[src/rtl/sync_fifo_thresh_if.sv]
// Producer/consumer handshake and status bundle for sync_fifo_thresh.
// The master drives requests and threshold levels; the slave (the FIFO) drives data and flags.
interface sync_fifo_thresh_if #(
    parameter int unsigned pDATA_WIDTH = 8
);
    logic                   wen;
    logic [pDATA_WIDTH-1:0] wdata;
    logic                   full;
    logic                   almost_full;
    logic                   overflow;
    logic [31:0]            full_threshold_value;
    logic                   full_threshold;
    logic                   ren;
    logic [pDATA_WIDTH-1:0] rdata;
    logic                   empty;
    logic                   almost_empty;
    logic [31:0]            empty_threshold_value;
    logic                   empty_threshold;
    logic                   underflow;

    modport master (
        output wen, wdata, full_threshold_value, ren, empty_threshold_value,
        input  full, almost_full, overflow, full_threshold, rdata, empty, almost_empty,
               empty_threshold, underflow
    );

    modport slave (
        input  wen, wdata, full_threshold_value, ren, empty_threshold_value,
        output full, almost_full, overflow, full_threshold, rdata, empty, almost_empty,
               empty_threshold, underflow
    );
endinterface

[src/rtl/sync_fifo_thresh.sv]
// Single-clock FIFO with register-array storage, registered overflow/underflow pulses,
// programmable fill-level threshold flags and optional first-word-fall-through reads.
module sync_fifo_thresh #(
    parameter int unsigned pDATA_WIDTH  = 8,
    parameter int unsigned pDEPTH       = 32,
    parameter bit          pFALLTHROUGH = 1'b0
) (
    input logic               clk,
    input logic               srst_n,
    sync_fifo_thresh_if.slave fifo_io
);
    localparam int unsigned AW = $clog2(pDEPTH);
    localparam logic [AW+1:0] AlmostFullLvl  = (AW+2)'(pDEPTH - 1);
    localparam logic [AW+1:0] AlmostEmptyLvl = (AW+2)'(1);

    logic [pDATA_WIDTH-1:0] mem_q [pDEPTH];
    logic [AW:0]            wptr_q, wptr_d;
    logic [AW:0]            rptr_q, rptr_d;
    logic                   overflow_q, underflow_q;
    logic                   empty, full;
    logic                   wr_accept, rd_accept;
    logic [AW:0]            count;
    logic [AW+1:0]          count_ext, thr_full, thr_empty;
    logic                   unused_thresh_bits;

    assign empty = (wptr_q == rptr_q);
    assign full  = (wptr_q[AW] != rptr_q[AW]) && (wptr_q[AW-1:0] == rptr_q[AW-1:0]);

    assign wr_accept = fifo_io.wen && !full;
    assign rd_accept = fifo_io.ren && !empty;

    assign wptr_d = wptr_q + (AW+1)'(wr_accept);
    assign rptr_d = rptr_q + (AW+1)'(rd_accept);

    // Widened so a threshold compare can never alias across pointer wrap.
    assign count     = wptr_q - rptr_q;
    assign count_ext = {1'b0, count};
    assign thr_full  = {2'b00, fifo_io.full_threshold_value[AW-1:0]};
    assign thr_empty = {2'b00, fifo_io.empty_threshold_value[AW-1:0]};

    assign unused_thresh_bits = ^{fifo_io.full_threshold_value[31:AW],
                                  fifo_io.empty_threshold_value[31:AW]};

    always_ff @(posedge clk or negedge srst_n) begin
        if (!srst_n) begin
            wptr_q      <= '0;
            rptr_q      <= '0;
            overflow_q  <= 1'b0;
            underflow_q <= 1'b0;
        end else begin
            wptr_q      <= wptr_d;
            rptr_q      <= rptr_d;
            overflow_q  <= fifo_io.wen && full;
            underflow_q <= fifo_io.ren && empty;
        end
    end

    // Storage is deliberately not reset.
    always_ff @(posedge clk) begin
        if (wr_accept) begin
            mem_q[wptr_q[AW-1:0]] <= fifo_io.wdata;
        end
    end

    if (pFALLTHROUGH) begin : g_fwft
        assign fifo_io.rdata = mem_q[rptr_q[AW-1:0]];
    end else begin : g_reg
        logic [pDATA_WIDTH-1:0] rdata_q;

        always_ff @(posedge clk or negedge srst_n) begin
            if (!srst_n) begin
                rdata_q <= '0;
            end else if (rd_accept) begin
                rdata_q <= mem_q[rptr_q[AW-1:0]];
            end
        end

        assign fifo_io.rdata = rdata_q;
    end

    assign fifo_io.empty           = empty;
    assign fifo_io.full            = full;
    assign fifo_io.almost_full     = (count_ext >= AlmostFullLvl);
    assign fifo_io.almost_empty    = (count_ext <= AlmostEmptyLvl);
    assign fifo_io.full_threshold  = (count_ext >= thr_full);
    assign fifo_io.empty_threshold = (count_ext <= thr_empty);
    assign fifo_io.overflow        = overflow_q;
    assign fifo_io.underflow       = underflow_q;
endmodule

[src/flat_wrapper.sv]
// flat-port wrapper written by rule: the top's interface ports become plain ports
module sync_fifo_thresh_flat 
#(
    parameter int unsigned pDATA_WIDTH  = 8,
    parameter int unsigned pDEPTH       = 32,
    parameter bit          pFALLTHROUGH = 1'b0
)
  (clk, srst_n, fifo_io_wen, fifo_io_wdata, fifo_io_full_threshold_value, fifo_io_ren, fifo_io_empty_threshold_value, fifo_io_full, fifo_io_almost_full, fifo_io_overflow, fifo_io_full_threshold, fifo_io_rdata, fifo_io_empty, fifo_io_almost_empty, fifo_io_empty_threshold, fifo_io_underflow);
  sync_fifo_thresh_if #(.pDATA_WIDTH(pDATA_WIDTH)) fifo_io_i ();
  input logic clk;
  input logic srst_n;
  input wire logic [$bits(fifo_io_i.wen)-1:0] fifo_io_wen;
  input wire logic [$bits(fifo_io_i.wdata)-1:0] fifo_io_wdata;
  input wire logic [$bits(fifo_io_i.full_threshold_value)-1:0] fifo_io_full_threshold_value;
  input wire logic [$bits(fifo_io_i.ren)-1:0] fifo_io_ren;
  input wire logic [$bits(fifo_io_i.empty_threshold_value)-1:0] fifo_io_empty_threshold_value;
  output wire logic [$bits(fifo_io_i.full)-1:0] fifo_io_full;
  output wire logic [$bits(fifo_io_i.almost_full)-1:0] fifo_io_almost_full;
  output wire logic [$bits(fifo_io_i.overflow)-1:0] fifo_io_overflow;
  output wire logic [$bits(fifo_io_i.full_threshold)-1:0] fifo_io_full_threshold;
  output wire logic [$bits(fifo_io_i.rdata)-1:0] fifo_io_rdata;
  output wire logic [$bits(fifo_io_i.empty)-1:0] fifo_io_empty;
  output wire logic [$bits(fifo_io_i.almost_empty)-1:0] fifo_io_almost_empty;
  output wire logic [$bits(fifo_io_i.empty_threshold)-1:0] fifo_io_empty_threshold;
  output wire logic [$bits(fifo_io_i.underflow)-1:0] fifo_io_underflow;
  assign fifo_io_i.wen = fifo_io_wen;
  assign fifo_io_i.wdata = fifo_io_wdata;
  assign fifo_io_i.full_threshold_value = fifo_io_full_threshold_value;
  assign fifo_io_i.ren = fifo_io_ren;
  assign fifo_io_i.empty_threshold_value = fifo_io_empty_threshold_value;
  assign fifo_io_full = fifo_io_i.full;
  assign fifo_io_almost_full = fifo_io_i.almost_full;
  assign fifo_io_overflow = fifo_io_i.overflow;
  assign fifo_io_full_threshold = fifo_io_i.full_threshold;
  assign fifo_io_rdata = fifo_io_i.rdata;
  assign fifo_io_empty = fifo_io_i.empty;
  assign fifo_io_almost_empty = fifo_io_i.almost_empty;
  assign fifo_io_empty_threshold = fifo_io_i.empty_threshold;
  assign fifo_io_underflow = fifo_io_i.underflow;
  sync_fifo_thresh #(.pDATA_WIDTH(pDATA_WIDTH), .pDEPTH(pDEPTH), .pFALLTHROUGH(pFALLTHROUGH)) u_core (.clk(clk), .srst_n(srst_n), .fifo_io(fifo_io_i));
endmodule
[config.mk]
export PLATFORM = sky130hd
export DESIGN_NAME = sync_fifo_thresh_flat
export DESIGN_NICKNAME = d
export VERILOG_FILES = /design/src/rtl/sync_fifo_thresh_if.sv /design/src/rtl/sync_fifo_thresh.sv /design/src/flat_wrapper.sv
export SDC_FILE = /design/constraint.sdc
export NUM_CORES = 1
export LEC_CHECK = 0
export ABC_AREA = 1
export ABC_CLOCK_PERIOD_IN_PS = 8440
export CAP_MARGIN = 20
export CELL_PAD_IN_SITES_DETAIL_PLACEMENT = 0
export CELL_PAD_IN_SITES_GLOBAL_PLACEMENT = 1
export CORE_MARGIN = 2
export CORE_UTILIZATION = 50
export CTS_CLUSTER_DIAMETER = 30
export DETAILED_ROUTE_END_ITERATION = 12
export HOLD_SLACK_MARGIN = 0.06
export PLACE_DENSITY_LB_ADDON = 0.1
export SYNTH_ARGS = -nofsm -noshare
export SYNTH_HDL_FRONTEND = slang
export SYNTH_SLANG_ARGS = --single-unit
[constraint.sdc]
create_clock -name clk -period 8.44 [get_ports clk]
set_clock_uncertainty 0.05 [all_clocks]
set_input_delay 1.688 -clock clk [delete_from_list [all_inputs] [get_ports clk]]
set_output_delay 1.688 -clock clk [all_outputs]
set_load 0.02 [all_outputs]
# After elaboration in Yosys (flattened, before gate mapping)
# Memories as Yosys holds them, arrays and structs flattened. A register that Yosys moved wholly into a read port is not among the register bits.
# Index checks and enable logic that the tools add are counted.
dict set report classes {
  n_eq_ne 3
  muxes 2
  magnitude_cmp 4
  addsub 3
  reduce_logical 8
}
# cell n
set op_table {}
lappend op_table {{6-bit by 1-bit adder with 6-bit output} 2}
lappend op_table {{6-bit equality test} 1}
lappend op_table {{6-bit by 5-bit >= comparator with 1-bit output} 1}
lappend op_table {{6-bit by 5-bit >= comparator with 1-bit output, second input constant} 1}
lappend op_table {{6-bit by 1-bit <= comparator with 1-bit output, second input constant} 1}
lappend op_table {{6-bit by 5-bit <= comparator with 1-bit output} 1}
lappend op_table {{6-bit subtractor} 1}
lappend op_table {{5-bit equality test} 1}
lappend op_table {{1-bit logical AND} 5}
lappend op_table {{1-bit logical NOT} 3}
lappend op_table {{1-bit 2-to-1 mux} 2}
lappend op_table {{1-bit != test} 1}
dict set report totals {
  n_memories 1
  ff_bits 14
  wordCells 25
  inputBits 76
  mem_bits_rw 256
}
# memory words word_bits rd rd_ports_with_merged_regs wr line
set memory_table {}
lappend memory_table {u_core.mem_q 32 8 1 1 1 sync_fifo_thresh.sv:16} ;# logic [pDATA_WIDTH-1:0] mem_q [pDEPTH];

# Depth between registers and ports, before layout
dict set report logic_depth {
  depth_word 6
  ltp_mapped 14
  depth_no_buf 13
}

# Worst setup path before layout
# Ideal clock, no wire load.
dict set report synth_path {
  kind {input to output}
  start {input fifo_io_full_threshold_value[0]}
  end {output fifo_io_full_threshold}
  setup_slack_ns 4.115
  arrival_ns 2.587
  required_ns 6.702
  path_buffers 0
  stages 7
  path_cell_list {ha_1 o21ai_0 a21boi_0 o21ai_0 nand2_1 nand2_1 nand3b_1}
}
dict set report synth_via {
  elab_chain_len 1
}
# element line
set synth_lines {}
lappend synth_lines {{start, declared} flat_wrapper.sv:14} ;# input wire logic [$bits(fifo_io_i.full_threshold_value)-1:0] fifo_io_full_threshold_value;
lappend synth_lines {{6-bit by 5-bit >= comparator with 1-bit output} sync_fifo_thresh.sv:85} ;# assign fifo_io.full_threshold = (count_ext >= thr_full);
lappend synth_lines {{end, declared} flat_wrapper.sv:20} ;# output wire logic [$bits(fifo_io_i.full_threshold)-1:0] fifo_io_full_threshold;
# No other way between the ends.

# Worst setup path in the final report
dict set report layout_path {
  start {register u_core.rptr_q[3]}
  end {output fifo_io_empty_threshold}
}
dict set report layout_via {
  elab_chain_len 2
}
# element line
set layout_lines {}
lappend layout_lines {{start, declared} sync_fifo_thresh.sv:18} ;# logic [AW:0] rptr_q, rptr_d;
lappend layout_lines {{start signal, assigned} sync_fifo_thresh.sv:52} ;# rptr_q <= rptr_d;
lappend layout_lines {{6-bit subtractor} sync_fifo_thresh.sv:36} ;# assign count = wptr_q - rptr_q;
lappend layout_lines {{6-bit by 5-bit <= comparator with 1-bit output} sync_fifo_thresh.sv:86} ;# assign fifo_io.empty_threshold = (count_ext <= thr_empty);
lappend layout_lines {{end, declared} flat_wrapper.sv:24} ;# output wire logic [$bits(fifo_io_i.empty_threshold)-1:0] fifo_io_empty_threshold;
# No other way between the ends.

==> results by group <==
Layout
  • Area delta synth->final: 19.59%
  • Commonest non-fill, non-tap cell in the layout: nand2_1
  • Commonest cells after routing, fill and taps aside: nand2_1, edfxtp_1, nand3_1
  • Multi-input logic area: 3267 um2
  • Share of cells above drive strength 1: 9.127%
  • Fill cells: 1969
  • FF/Latch Area: 8243 um2
  • Layout Nets: 1323
  • Design area: 14670 um2
  • Fin util: 60.67%

Yosys
  • Average size of a mapped cell: 10.44 um2
  • Multiplexer share of the synthesized area: 0%
  • Post-Syn Area: 12270 um2
  • Syn nets: 1271
  • Largest cells by area after synthesis: edfxtp_1, nand2_1, nand3_1
  • Post-synthesis adder-cell area fraction: 2.101%
  • Synth cell types: 31
  • Post-synthesis sequential area ratio: 67.16%
  • Synth warnings: 0
  • Post-synthesis register bit count: 278
  • Xor and xnor area share after synthesis: 0.9283%
  • Post-synthesis compound-gate area fraction: 0.7753%
  • Main combinational cell family by area after synthesis: simple AND/OR/NAND/NOR gates
  • Share of the synthesized area in the top cell type: 62.67%
  • Area leader, netlist: edfxtp_1
  • Cells after Synth: 1175
  • Simple-Gate Fraction of Synth Area: 22.83%

Worst hold path
  • Hold depth: 1
  • Worst hold start: u_core.wptr_q[5]$_DFF_PN0_
  • WHS Endpoint: u_core.wptr_q[5]$_DFF_PN0_
  • Hold Crit Class: reg -> reg

Detailed routing
  • Routed WL: 29.13 mm
  • DRC violations left: 0
  • WL met1: 13.19 mm
  • Max Used Layer: met4
  • Met2 WL: 13.64 mm
  • Vias per std cell: 5.100
  • WL met3: 1.653 mm
  • Routed Antenna Nets: 0
  • Average wire per standard cell: 18.25 um
  • Via count: 8139
  • Pre-antenna DRT Iters: 5
  • 1st-iter DRT viols: 769

Floorplan
  • I/O pins: 92
  • Core area: 24180 um2
  • Die Span Y: 160.6 um
  • Die area: 25800 um2
  • Initial core utilization: 50.73%
  • # rows: 57
  • Die width: 160.6 um

Place
  • GPL Wtd Cong: 0.8012
  • Dpl hpwl: 16.47 mm
  • PortBufs: 37
  • Placed inst area: 12830 um2

Worst setup path
  • R2R cell count: 9
  • Worst path max stage delay: 800 ps
  • Worst path required time: 6700 ps
  • Critical Path Fanout Max: 19
  • CP Launch Type: flip-flop
  • Crit Path Class: reg -> out
  • Worst EP arrival: 4440 ps
  • R2r endpoint: u_core.mem_q[14][6]$_DFFE_PP_
  • Setup crit end kind: output pin
  • Worst R2R Setup Slack: 4190 ps
  • Reg2reg start: u_core.rptr_q[3]$_DFF_PN0_
  • Slowest-stage cell, CP: clkinv_1
  • Critical-path cell list: clkinv_1 > ha_1 > inv_1 > xor2_1 > inv_1 > ha_1 > a21oi_1 > o21ai_0 > a21oi_1 > o21ai_0 > inv_1 > clkdlybuf4s50_1
  • Critical path's most frequent cell: inv_1

Global routing
  • Number of global-route vias before repair: 7959
  • Total GRT Usage: 23.30%
  • Initial antenna violation count: 0
  • Largest net degree at the start of global routing: 77
  • Grt total ovfl: 0
  • First-pass GRT wire length: 45.35 mm

Power and ir drop
  • Switching pwr: 2.108 mW
  • Clock power frac: 36.5%
  • Pwr Density: 394.4 nW/um2
  • Flop pwr share: 30.8%
  • Switching share of power: 36.43%
  • Part of the power in combinational logic: 32.7%
  • Leak: 6.067 nW
  • VDD IR max: 0.3387 mV
  • Int Pwr: 3.678 mW

Timing
  • RSZ-0062 raised after global routing: false
  • Worst-margin pin slew: 859.9 ps
  • Peak Freq: 161.8 MHz
  • Endpoints failing setup: 0
  • Relative slew slack: 42.67%
  • Final slew viol count: 0
  • TNS Setup: 0 ps
  • Final Hold Vio Count: 0
  • Min Clock Period, post-route: 6180 ps
  • Final period util: 73.23%

Clock network
  • Post-CTS sizing: 0
  • Total CTS buffers: 53
  • Clk Latency, worst-skew pair: 540 ps
  • CTS sink count: 278
  • Clock Pin Slew Worst Setup and Hold Paths: 40 ps
  • CTS tree: done
  • Clock buffer depth: 3
  • H-tree Lvls: 2
  • Postcts setup bufs: 0
  • # hold bufs at CTS: 0
  • Root buffer cell: clkbuf_16

Run
  • Max Cap Viol: 0

Outcome
  • Status: completed
==> worst max-delay path, delay by kind of cell, from the launching register on <==
kind	cells	cell delay [ps]
DFF	1	750
buffers and inverters	5	1620
xor gates and xnor gates	1	180
adders and majority gates	2	930
AOI/OAI and AO/OA	4	430
==> power groups by stage <==
stage / Sequential (mW) / Clock (mW) / Combinational (mW)
floorplan: 1.73 / 0 / 1.37
global placement: 1.80 / 0 / 1.89
detailed placement: 1.81 / 0 / 1.90
CTS: 1.78 / 2.13 / 1.91
global route: 1.80 / 2.20 / 2.13
finish: 1.78 / 2.11 / 1.89
==> registers in the layout, indices dropped and copies added (netlist names) <==
| signal | flops |
|---|---|
| u_core.fifo_io.rdata | 8 |
| u_core.fifo_io.underflow | 1 |
| u_core.fifo_io.overflow | 1 |
| u_core.wptr_q | 6 |
| u_core.rptr_q | 6 |
| u_core.mem_q | 256 |
==> cells in the mapped netlist, drive strengths merged <==
master	number
a21boi	1
nand3	172
o21ai	9
nor2	54
inv	116
dfrtp	22
nand3b	1
nor3b	1
xnor2	1
nand2	440
nor3	5
nand4	2
clkinv	1
xor2	12
clkbuf	9
edfxtp	256
fa	1
o211ai	3
ha	19
a21oi	4
buf	46
==> cell families (layout without fill, tap and decap cells) <==
family,count (synthesis),count (layout)
AND/OR/NAND/NOR,675,675
flip-flops,278,278
buffers and inverters,172,268
adder cells (fa/ha/maj),20,20
AO/OA/AOI/OAI,17,17
XOR/XNOR,13,13
other,0,1
==> layout make-up <==
class / count / share of cell area [%]
diodes: 1 / 0.01706
clock buffers: 66 / 9.793
clock inverters: 33 / 2.687
inverters: 117 / 3.011
multi-input cells: 725 / 22.27
flip-flops and latches: 278 / 56.20
well taps: 324 / 2.764
repair buffers: 52 / 3.259
==> through the flow <==
stage	power [mW]	cells	hold slack [ps]	setup WS (ps)
after floorplan	3.101	1175	411.7	4115
after global placement	3.690	1496	427.6	2784
final	5.785	1596	435.5	2260
after detailed placement	3.701	1496	428.5	2820
after CTS	5.820	1595	435.7	2249
after global routing	6.128	1595	451.1	1977
==> worst max-delay path by stage <==
stage	from	slack, ps	end	cells after the start
after global placement	u_core.rptr_q[3]$_DFF_PN0_	2780	fifo_io_empty_threshold	12
after floorplan	fifo_io_full_threshold_value[0]	4120	fifo_io_full_threshold	7
after global routing	u_core.rptr_q[3]$_DFF_PN0_	1980	fifo_io_empty_threshold	12
after detailed placement	u_core.rptr_q[3]$_DFF_PN0_	2820	fifo_io_empty_threshold	12
after CTS	u_core.rptr_q[3]$_DFF_PN0_	2250	fifo_io_empty_threshold	12
final	u_core.rptr_q[3]$_DFF_PN0_	2260	fifo_io_empty_threshold	12
==> metal layers <==
layer	GRT usage, %	up-vias
met5	0	-
met4	7.289	0
met3	3.306	51
met2	37.26	210
met1	33.40	3869
li1	-	4009
Power figures use the tool's default switching activity.
